`src/rtl/shift_pkg.sv`:
```
// shift_pkg: shared op encoding, widths and per-stage payload for the right-shift pipeline.
package shift_pkg;
  localparam int SHR_W      = 64;
  localparam int SHAMT_W    = 6;
  localparam int SHR_TAG_W  = 4;
  localparam int SHR_STAGES = 6;
  typedef enum logic [1:0] {
    SHR_LOG = 2'd0,
    SHR_ARI = 2'd1,
    SHR_ROT = 2'd2,
    SHR_RSV = 2'd3
  } shr_op_e;
  typedef struct packed {
    logic [SHR_W-1:0]     data;
    logic [SHAMT_W-1:0]   shamt;
    shr_op_e              op;
    logic                 fill;
    logic [SHR_TAG_W-1:0] tag;
  } shr_stage_t;
endpackage

```
`src/rtl/shift_right_pipe_stage_ra.sv`:
```
// stage_ra: one combinational right-shift step by SHAMT with zero/sign fill, or rotate when SHR_ROTATE_EN is defined.
module stage_ra
  import shift_pkg::*;
#(
  parameter int SHAMT = 1
) (
  input  logic [SHR_W-1:0] i_data,
  input  logic             i_en,
  input  shr_op_e          i_op,
  input  logic             i_fill,
  output logic [SHR_W-1:0] o_data
);
  logic [SHAMT-1:0] w_hi;
`ifdef SHR_ROTATE_EN
  assign w_hi = (i_op == SHR_ROT) ? i_data[SHAMT-1:0] : {SHAMT{(i_op == SHR_ARI) && i_fill}};
`else
  assign w_hi = {SHAMT{(i_op == SHR_ARI) && i_fill}};
`endif
  assign o_data = i_en ? {w_hi, i_data[SHR_W-1:SHAMT]} : i_data;
endmodule

```
`src/rtl/shift_right_pipe.sv`:
```
// shift_right_pipe: 6-stage registered 64-bit right barrel shifter with per-stage valid/ready.
// Rotate support is compiled in only when SHR_ROTATE_EN is defined.
module shift_right_pipe
  import shift_pkg::*;
#(
  parameter int WIDTH = SHR_W,
  parameter int TAG_W = SHR_TAG_W
) (
  input  logic               clk,
  input  logic               rst,
  input  logic               flush,
  input  logic               in_valid,
  output logic               in_ready,
  input  logic [WIDTH-1:0]   in_data,
  input  logic [SHAMT_W-1:0] in_shamt,
  input  logic [1:0]         in_op,
  input  logic [TAG_W-1:0]   in_tag,
  output logic               out_valid,
  input  logic               out_ready,
  output logic [WIDTH-1:0]   out_data,
  output logic [TAG_W-1:0]   out_tag
);
  logic [SHR_STAGES-1:0] r_v;
  shr_stage_t            r_p  [SHR_STAGES];
  logic [SHR_STAGES:0]   w_rdy;
  logic [SHR_STAGES-1:0] w_vin;
  shr_stage_t            w_in [SHR_STAGES];
  shr_stage_t            w_nx [SHR_STAGES];
  logic [SHR_W-1:0]      w_sh [SHR_STAGES];
  assign w_rdy[SHR_STAGES] = out_ready;
  for (genvar k = 0; k < SHR_STAGES; k++) begin : g_st
    // An empty stage always accepts, so bubbles collapse under a downstream stall.
    assign w_rdy[k] = !r_v[k] || w_rdy[k+1];
    if (k == 0) begin : g_first
      assign w_in[k]  = '{data: in_data, shamt: in_shamt, op: shr_op_e'(in_op),
                          fill: in_data[SHR_W-1], tag: in_tag};
      assign w_vin[k] = in_valid && !flush;
    end else begin : g_rest
      assign w_in[k]  = r_p[k-1];
      assign w_vin[k] = r_v[k-1];
    end
    stage_ra #(.SHAMT(1 << k)) u_stage (
      .i_data (w_in[k].data),
      .i_en   (w_in[k].shamt[k]),
      .i_op   (w_in[k].op),
      .i_fill (w_in[k].fill),
      .o_data (w_sh[k])
    );
    assign w_nx[k] = '{data: w_sh[k], shamt: w_in[k].shamt, op: w_in[k].op,
                       fill: w_in[k].fill, tag: w_in[k].tag};
  end
  always_ff @(posedge clk) begin
    if (rst) begin
      r_v <= '0;
      for (int i = 0; i < SHR_STAGES; i++) r_p[i] <= '0;
    end else if (flush) begin
      r_v <= '0;
    end else begin
      for (int i = 0; i < SHR_STAGES; i++) begin
        if (w_rdy[i]) begin
          r_v[i] <= w_vin[i];
          if (w_vin[i]) r_p[i] <= w_nx[i];
        end
      end
    end
  end
  assign in_ready  = w_rdy[0] && !flush;
  assign out_valid = r_v[SHR_STAGES-1];
  assign out_data  = r_p[SHR_STAGES-1].data;
  assign out_tag   = r_p[SHR_STAGES-1].tag;
endmodule

```
`config.mk`:
```
export PLATFORM = sky130hd
export DESIGN_NAME = shift_right_pipe
export DESIGN_NICKNAME = d
export VERILOG_FILES = /design/src/rtl/shift_pkg.sv /design/src/rtl/shift_right_pipe_stage_ra.sv /design/src/rtl/shift_right_pipe.sv
export SDC_FILE = /design/constraint.sdc
export NUM_CORES = 1
export LEC_CHECK = 0
export CORE_ASPECT_RATIO = 0.8
export CORE_MARGIN = 8
export CORE_UTILIZATION = 53
export CTS_BUF_LIST = sky130_fd_sc_hd__clkbuf_16
export CTS_CLUSTER_DIAMETER = 200
export CTS_CLUSTER_SIZE = 16
export DETAILED_ROUTE_END_ITERATION = 8
export MAX_ROUTING_LAYER = met4
export PLACE_DENSITY = 0.82
export SETUP_SLACK_MARGIN = 0.05
export SYNTH_ARGS = -nofsm -noshare
export SYNTH_HDL_FRONTEND = slang
export SYNTH_SLANG_ARGS = --single-unit
export TNS_END_PERCENT = 5
```
`constraint.sdc`:
```
create_clock -name clk -period 3.18 [get_ports clk]
set_clock_uncertainty 0.1 [all_clocks]
set_input_delay 0.636 -clock clk [delete_from_list [all_inputs] [get_ports clk]]
set_output_delay 0.636 -clock clk [all_outputs]
set_load 0.02 [all_outputs]
```
# After elaboration in Yosys (flattened, before gate mapping)
# Memory sizes are Yosys's and may differ from the RTL's.
# Cells that the tools add are included.
[totals]
reg_bits = 6
mem_bits_rw = 462
in_bits = 81
elab_cells = 85
memories = 1
[op_classes]
eq_ne = 6
muxes = 44
bitwise_logic = 6
reduce_logical = 22
[memory_table]
columns = ["name", "depth", "width", "read_ports", "rd_ports_with_merged_regs", "write_ports", "line_no", "rtl"]
rows = [
  ["r_p", 6, 77, 6, 0, 6, "shift_right_pipe.sv:24", "shr_stage_t r_p [SHR_STAGES];"],
]
[op_table]
columns = ["operator", "n"]
rows = [
  ["77-bit two-way mux", 6],
  ["64-bit two-way mux", 6],
  ["1-bit two-way mux", 32],
  ["2-bit by 1-bit == test with 1-bit output, second input constant", 6],
  ["1-bit logical AND", 8],
  ["1-bit logical NOT", 7],
  ["1-bit logical OR", 6],
  ["1-bit OR", 6],
  ["2-bit OR reduction", 1],
]

# Depth between registers and ports, before layout
# Gate-level depths: netlist (run 1).
[logic_depth]
depth_word = 12
mapped_depth = 6
depth_no_buf = 3

# Hierarchy
# From an unflattened synthesis (run 1), not the netlist that was laid out.
[hier_totals]
hier_cells = 1465
hier_area_um2 = 22351.4
[by_module_without_submodules]
columns = ["module", "instances", "cells_per_inst", "area_each_um2"]
rows = [
  ["shift_right_pipe", 1, 966, 16627.2],
  ["stage_ra (g_st[4].u_stage)", 1, 89, 987.2],
  ["stage_ra (g_st[0].u_stage)", 1, 73, 979.7],
  ["stage_ra (g_st[1].u_stage)", 1, 74, 973.4],
  ["stage_ra (g_st[2].u_stage)", 1, 76, 960.9],
  ["stage_ra (g_st[3].u_stage)", 1, 80, 939.7],
  ["stage_ra (g_st[5].u_stage)", 1, 107, 883.3],
]

# Least setup slack after synthesis (run 1)
# Ideal clock, no wire load.
[synth_timing]
kind = "input to register"
from = "input out_ready"
to = "memory r_p[0][0] (netlist bit), enable pin"
arrival_time_ps = 2841
t_required_ps = 2647
path_slack_ps = -194
path_stages = 3
n_path_buf = 0
cell_sequence = "nand4b_1 > o21a_1 > a21o_1"
[synth_rtl]
columns = ["item", "line_no", "rtl"]
rows = [
  ["from (decl)", "shift_right_pipe.sv:19", "input logic out_ready,"],
  ["to (decl)", "shift_right_pipe.sv:24", ""],
]

# Worst setup path in the final report (run 1)
[layout_timing]
from = "input flush"
to = "output in_ready"
[layout_via]
elab_chain_cells = 2
[layout_lines]
columns = ["item", "line_no", "rtl"]
rows = [
  ["from (decl)", "shift_right_pipe.sv:11", "input logic flush,"],
  ["1-bit logical NOT", "shift_right_pipe.sv:67", "assign in_ready = w_rdy[0] && !flush;"],
  ["1-bit logical AND", "shift_right_pipe.sv:67", ""],
  ["to (decl)", "shift_right_pipe.sv:13", "output logic in_ready,"],
]
# Every way passes these cells.

==> results.md, run 1 <==
- Hold path startpoint: r_p[1][11]
- Post-route clock period utilization: 0.910
- First-pass GRT wire length: 55.8 mm
- Total Die Area: 43,100 um2
- Remaining global-route overflow: 0
- Vias in the first global route: between 10,000 and 15,000
- DR iter-0 viols: about 840
- Worst Reg-to-Reg Cells: 5
- TritonRoute pass-1 iters: 5
- RSZ-0062 raised after global routing: no
- Post-CTS Setup Bufs: 0
- # setup viols final: 0
- P per Cell Area: approximately 500 nW/um2
- Tmin final: 2.89 ns
- Rel. slew slack: 0.345
- Worst slew pin tran: 0.974 ns
- Synth-to-Final Area Change: 16.2%
- Max Cap Viol: 0
- Mean Syn Cell Area: 13.9 um2
- Synthesized flop and latch total: 444
- YS warnings: 0
- Min-Delay Path Class: flop to flop
- Drt total wl: 35.1 mm
- Worst vdd ir: slightly above 0.4 mV
- Largest net degree at the start of global routing: 69
- CP endpoint kind: output port
- Initial core utilization: 0.539
- Die X: about 230 um
- Fmax achieved: 0.346 GHz
- IO Count: 151
- # resized after CTS: 0
- Status: completed
- Mapped Nets: 1,485
- Max stage delay on crit path: 0.63 ns
- Final hold vios: 0
- Dpl cells: 1,983
- Gr usage total: 0.162
- # H-tree levels: 1
- Die H: approximately 190 um
- CP required: 2.44 ns
- Layout filler cell count: between 2,000 and 3,000
- CP Launch Type: input port
- Hold Buf Count CTS: 0
- Worst Path Max Fanout: 6
- Crit path from: flush
- Max-slew violations: 0
- Total number of vias: 10,600
- Clock Latency Late Sink: 0.56 ns
- Final HPWL DP: ~26 mm
- Worst Hold Depth: 1
- Family with the most delay on the worst path: buffers and inverters
- CTS tree: done
- Placement-stage cell area: 21,700 um2
- Critical path data arrival time: 2.16 ns
- Antenna diodes: 0
- Reg-to-reg startpoint: r_v[4]
- Register area share after synthesis: 0.682
- Non-filler instance count after layout: 2,040
- Drt wl/cell: around 17 um
- Crit path depth: 4
- CP Buf/Inv Count: 3
- Most used cell, CP: clkdlybuf4s50_1
- Layout cell share with drive strength beyond 1: 0.0532
- Post-Syn Instances: between 1,000 and 1,500
- Initial antenna violation count: 0
- Root Driver: clkbuf_16
- Crit-path cells: clkdlybuf4s50_1 > inv_1 > o21a_1 > clkdlybuf4s50_1
- Nets: roughly 1,600
- Design Power: 11,300 uW
- Crit Path Category: input port to output port
- Routed vias/inst: 5.20
- Clock sink count: 444
- Drt drc: 0
- Mapped Area: roughly 20,000 um2
- Num CTS Buffers: 31
- Buffers on Ports: 150
- Routability cong.: just under 0.9
- Synth cell types: 31
- Core Footprint: 36,100 um2
- Slowest CP cell: clkdlybuf4s50_1
- Antenna Violating Nets Remaining: 0
- Clock transition at path regs: approximately 0.07 ns
- Fin area: 22,600 um2
- Max clock buf depth: 3
- Static leakage: between 0.008 and 0.009 uW
- Rows: 62
- Setup_tns: 0 ns
-- where the power goes --
group	leakage [uW]	total [uW]	switching, uW	internal [uW]
Sequential	0.00458	6820	144	6680
Clock	0.000529	3640	1810	1840
Combinational	0.00315	828	430	398
Total	0.00826	11300	2380	8910
-- logic make-up (layout without fill, tap and decap cells) --
logic type      after synthesis  count (layout)  synth area share
simple gates                458             458             0.106
flops                       444             444             0.682
mux                         321             321             0.165
buf+inv                      99             255            0.0216
compound gates               82              82            0.0253
-- area by class of cell --
| cell class | instances | area (um2) | area share |
|---|---|---|---|
| flip-flops and latches | 444 | 13300 | 0.587 |
| clock inverters | 26 | 124 | 0.00548 |
| clock buffers | 31 | 776 | 0.0343 |
| inverters | 11 | 41.3 | 0.00183 |
| well taps | 480 | 601 | 0.0266 |
| repair buffers | 187 | 2000 | 0.0885 |
| multi-input cells | 861 | 5800 | 0.256 |
-- state kept, by name, indices dropped and copies added, names as in the netlist --
| signal | flops |
|---|---|
| r_p | 438 |
| r_v | 6 |
-- path summary, 6_finish.rpt --
check / to / slack [ns]
worst max-delay path: in_ready / 0.29
worst min-delay path: r_p[2][11] / 0.42
worst max register to register: r_p[2][74] / 1.06
worst min register to register: r_p[2][11] / 0.42
-- worst register-to-register path, stage by stage (launching register included) --
cell	delay, ns
dfxtp_1	0.46
nand4b_1	0.18
buf_4	0.22
o211ai_4	0.53
buf_12	0.29
a21oi_1	0.08
-- synth_stat cells --
| cell type | count | area, um2 |
|---|---|---|
| or4_1 | 1 | 7.51 |
| buf_2 | 27 | 135 |
| mux2i_1 | 321 | 3210 |
| a2111oi_2 | 1 | 15.0 |
| and3_1 | 2 | 12.5 |
| clkbuf_1 | 49 | 184 |
| buf_4 | 2 | 15.0 |
| inv_1 | 10 | 37.5 |
| o21ai_0 | 1 | 5.00 |
| a31o_2 | 5 | 43.8 |
| a21boi_0 | 5 | 37.5 |
| nor4_1 | 1 | 6.26 |
| o21a_1 | 2 | 15.0 |
| buf_1 | 9 | 33.8 |
| a21o_1 | 1 | 7.51 |
| and2_1 | 49 | 307 |
| and4b_1 | 1 | 10.0 |
| nand3_1 | 3 | 15.0 |
| nand2b_1 | 63 | 394 |
| nor2_1 | 328 | 1230 |
| nand2_1 | 2 | 7.51 |
| nand3b_1 | 1 | 7.51 |
| nand4b_1 | 6 | 52.6 |
| inv_2 | 1 | 3.75 |
| o211a_1 | 2 | 20.0 |
| dfxtp_1 | 6 | 120 |
| nand3_2 | 1 | 10.0 |
| edfxtp_1 | 438 | 13200 |
| buf_6 | 1 | 11.3 |
| a21oi_1 | 62 | 310 |
| o211ai_2 | 3 | 37.5 |
-- per-layer routing --
layer | vias to the layer above | wire [um] | GRT usage
met1 | 4925 | 16000 | 0.219
met2 | 291 | 16400 | 0.259
met5 | - | 0 | -
met4 | 0 | 827 | 0.0365
li1 | 5335 | - | -
met3 | 58 | 1800 | 0.0250
-- through the flow --
stage          worst slack, ns  hold slack, ns  utilization
6_report                 0.286           0.418        0.627
5_1_grt                  0.226           0.433        0.627
4_1_cts                  0.292           0.419        0.627
3_5_place_dp             0.314           0.403        0.602
3_3_place_gp             0.358           0.401        0.602
2_1_floorplan            0.461           0.382            -
-- cells in the final DEF, fill, tap and decap left out --
cell type        instances
a21o_2                   1
and4b_1                  1
or4_1                    1
nand2_1                  2
inv_1                   35
buf_12                  18
nand2b_1                63
a21oi_1                 62
a21boi_0                 5
nand4b_1                 6
and2_1                  49
inv_2                    1
nand3b_1                 1
nor4_1                   1
buf_4                   20
o21ai_0                  1
a2111oi_2                1
nand3_1                  2
dfxtp_1                  6
clkdlybuf4s50_1        149
mux2i_1                321
clkbuf_16               31
o211ai_4                 3
o21a_1                   2
edfxtp_1               438
and3_1                   2
bufinv_16                1
nand3_2                  2
o211a_1                  2
a31o_2                   5
nor2_1                 328
(Power assumes the default switching activity.)
==> inputs of run 2 (changes only) <==
CTS_CLUSTER_DIAMETER = not set   (was 200)
SETUP_SLACK_MARGIN = 0.02   (was 0.05)
==> run 2 against run 1 <==
  * Sequential power hardly changed
  * Register-to-register slack worse by 0.02 ns
  * Maximum frequency is 0.17% lower
  * Critical path depth stayed put
  * Sequential share of layout area is 1.5 points lower
==> results.md, run 2 (synthesis results as in run 1) <==
- Status: completed
- Routed vias/inst: 5.20 (about the same)
- # setup viols final: 0 (unchanged)
- Max stage delay on crit path: 0.63 ns (about the same)
- Max-slew violations: 0 (unchanged)
- Clock transition at path regs: 0.06 ns (about the same)
- DR iter-0 viols: 837 (-0.48%)
- Worst vdd ir: 0.348 mV (-14%)
- Top reg by flops: r_p
- Buffers on Ports: 150 (unchanged)
- Antenna diodes: 0 (unchanged)
- Crit-path cells: clkdlybuf4s50_1 > inv_1 > o21a_1 > clkdlybuf4s50_1
- Root Driver: clkbuf_16
- CP Buf/Inv Count: 3 (unchanged)
- Tmin final: 2.90 ns (+0.00502 ns)
- Gr usage total: 0.166 (+0.00404)
- Initial core utilization: 0.539 (unchanged)
- GR Util met3: 0.0300 (+0.00500)
- Post-CTS Setup Bufs: 0 (unchanged)
- Commonest non-fill, non-tap cell in the layout: edfxtp_1
- Clock sink count: 444 (unchanged)
- Non-filler instance count after layout: 2,060 (+0.98%)
- Antenna Violating Nets Remaining: 0 (unchanged)
- Post-route clock period utilization: 0.912 (+0.00158)
- IO Count: 151 (unchanged)
- # resized after CTS: 0 (unchanged)
- Core Footprint: 36,100 um2 (unchanged)
- CP endpoint kind: output port
- Slowest CP cell: clkdlybuf4s50_1
- Total Die Area: 43,100 um2 (unchanged)
- Largest net degree at the start of global routing: 69 (unchanged)
- Max reg flops: 438 (unchanged)
- CP Launch Type: input port
- Final HPWL DP: 25.5 mm (unchanged)
- Worst slew pin tran: 0.954 ns (-0.0201 ns)
- Routability cong.: 0.886 (unchanged)
- Met2 track demand over resource: 0.264 (+0.00523)
- Die H: 187 um (unchanged)
- CTS tree: done
- Synth-to-Final Area Change: 19.2%
- Die X: 230 um (unchanged)
- Worst Path Max Fanout: 6 (unchanged)
- Initial antenna violation count: 0 (unchanged)
- Largest regs: r_p (438), r_v (6)
- Critical path data arrival time: 2.16 ns (about the same)
- Nets: 1,630 (+0.80%)
- Static leakage: 0.00847 uW (+2.5%)
- CP required: 2.44 ns (about the same)
- Crit Path Category: input port to output port
- Rel. slew slack: 0.358 (+0.0135)
- Drt total wl: 35.7 mm (+1.8%)
- P per Cell Area: 557 nW/um2 (+12%)
- Most used cell, CP: clkdlybuf4s50_1
- Vias in the first global route: 10,500 (+2.4%)
- Layout cell share with drive strength beyond 1: 0.0728 (+0.0196)
- Family with the most delay on the worst path: buffers and inverters
- Final hold vios: 0 (unchanged)
- Remaining global-route overflow: 0 (unchanged)
- Rows: 62 (unchanged)
- Dpl cells: 1,983 (unchanged)
- Drt drc: 0 (unchanged)
- Met1 Track Usage GR: 0.222 (+0.00280)
- Hold Buf Count CTS: 0 (unchanged)
- Design Power: 12,900 uW (+14%)
- TritonRoute pass-1 iters: 5 (unchanged)
- Fmax achieved: 0.345 GHz (-0.17%)
- # H-tree levels: 2 (+1)
- Gr busiest metal: met2
- Clock Latency Late Sink: 0.53 ns (-0.03 ns)
- Min-Delay Path Class: flop to flop
- First-pass GRT wire length: 56.9 mm (+1.9%)
- Max clock buf depth: 3 (unchanged)
- Max Cap Viol: 0 (unchanged)
- Most frequent cells in the layout: edfxtp_1, nor2_1, mux2i_1
- RSZ-0062 raised after global routing: no
- Setup_tns: 0 ns (unchanged)
- Num CTS Buffers: 44 (+42%)
- Drt wl/cell: 17.3 um (+0.82%)
- Total number of vias: 10,700 (+0.92%)
run 2: cell types whose count changed in the layout (fill, tap and decap cells not counted), sizes merged:
cell      before  now
clkbuf        31   45
clkinv         0   17
inv           36   15
clkinvlp       0    3
bufinv         1    8
run 2: report_power, final:
group	switching, uW	total [uW]	leakage [uW]	internal, uW
registers	144	6830	0.00458	6680
logic	432	830	0.00315	398
clock network	2060	5260	0.000735	3210
run 2: area by class of cell:
class,count,area (um2)
Multi-Input combinational cell,861,5800
Tap cell,480,601
Clock inverter,32,352
Timing Repair Buffer,187,2000
Inverter,11,41.3
Sequential cell,444,13300
Clock buffer,45,1130
Fill cell,2624,12900
run 2: path summary, 6_finish.rpt:
path / slack (ns) / startpoint / to / cells after the start
worst max-delay path: 0.28 / flush / in_ready / 4
worst min-delay path: 0.42 / r_p[3][12] / r_p[4][12] / 1
worst max register to register: 1.04 / r_v[4] / r_p[2][74] / 5
worst min register to register: 0.42 / r_p[3][12] / r_p[4][12] / 1
run 2: routing by layer:
| layer | up-vias | wire [um] | part of all wire |
|---|---|---|---|
| li1 | 5374 | - | - |
| met1 | 5002 | 16300 | 0.46 |
| met2 | 277 | 16900 | 0.47 |
| met3 | 54 | 1860 | 0.052 |
| met4 | 0 | 675 | 0.019 |
| met5 | - | 0 | 0 |
run 2: through the flow:
step | hold WS (ns) | instance area, um2 | util | setup slack (ns)
2_1_floorplan | 0.382 | 19500 | - | 0.461
3_3_place_gp | 0.401 | 21700 | 0.602 | 0.358
3_5_place_dp | 0.403 | 21700 | 0.602 | 0.314
4_1_cts | 0.412 | 23200 | 0.643 | 0.296
5_1_grt | 0.428 | 23200 | 0.643 | 0.237
6_report | 0.415 | 23200 | 0.643 | 0.281
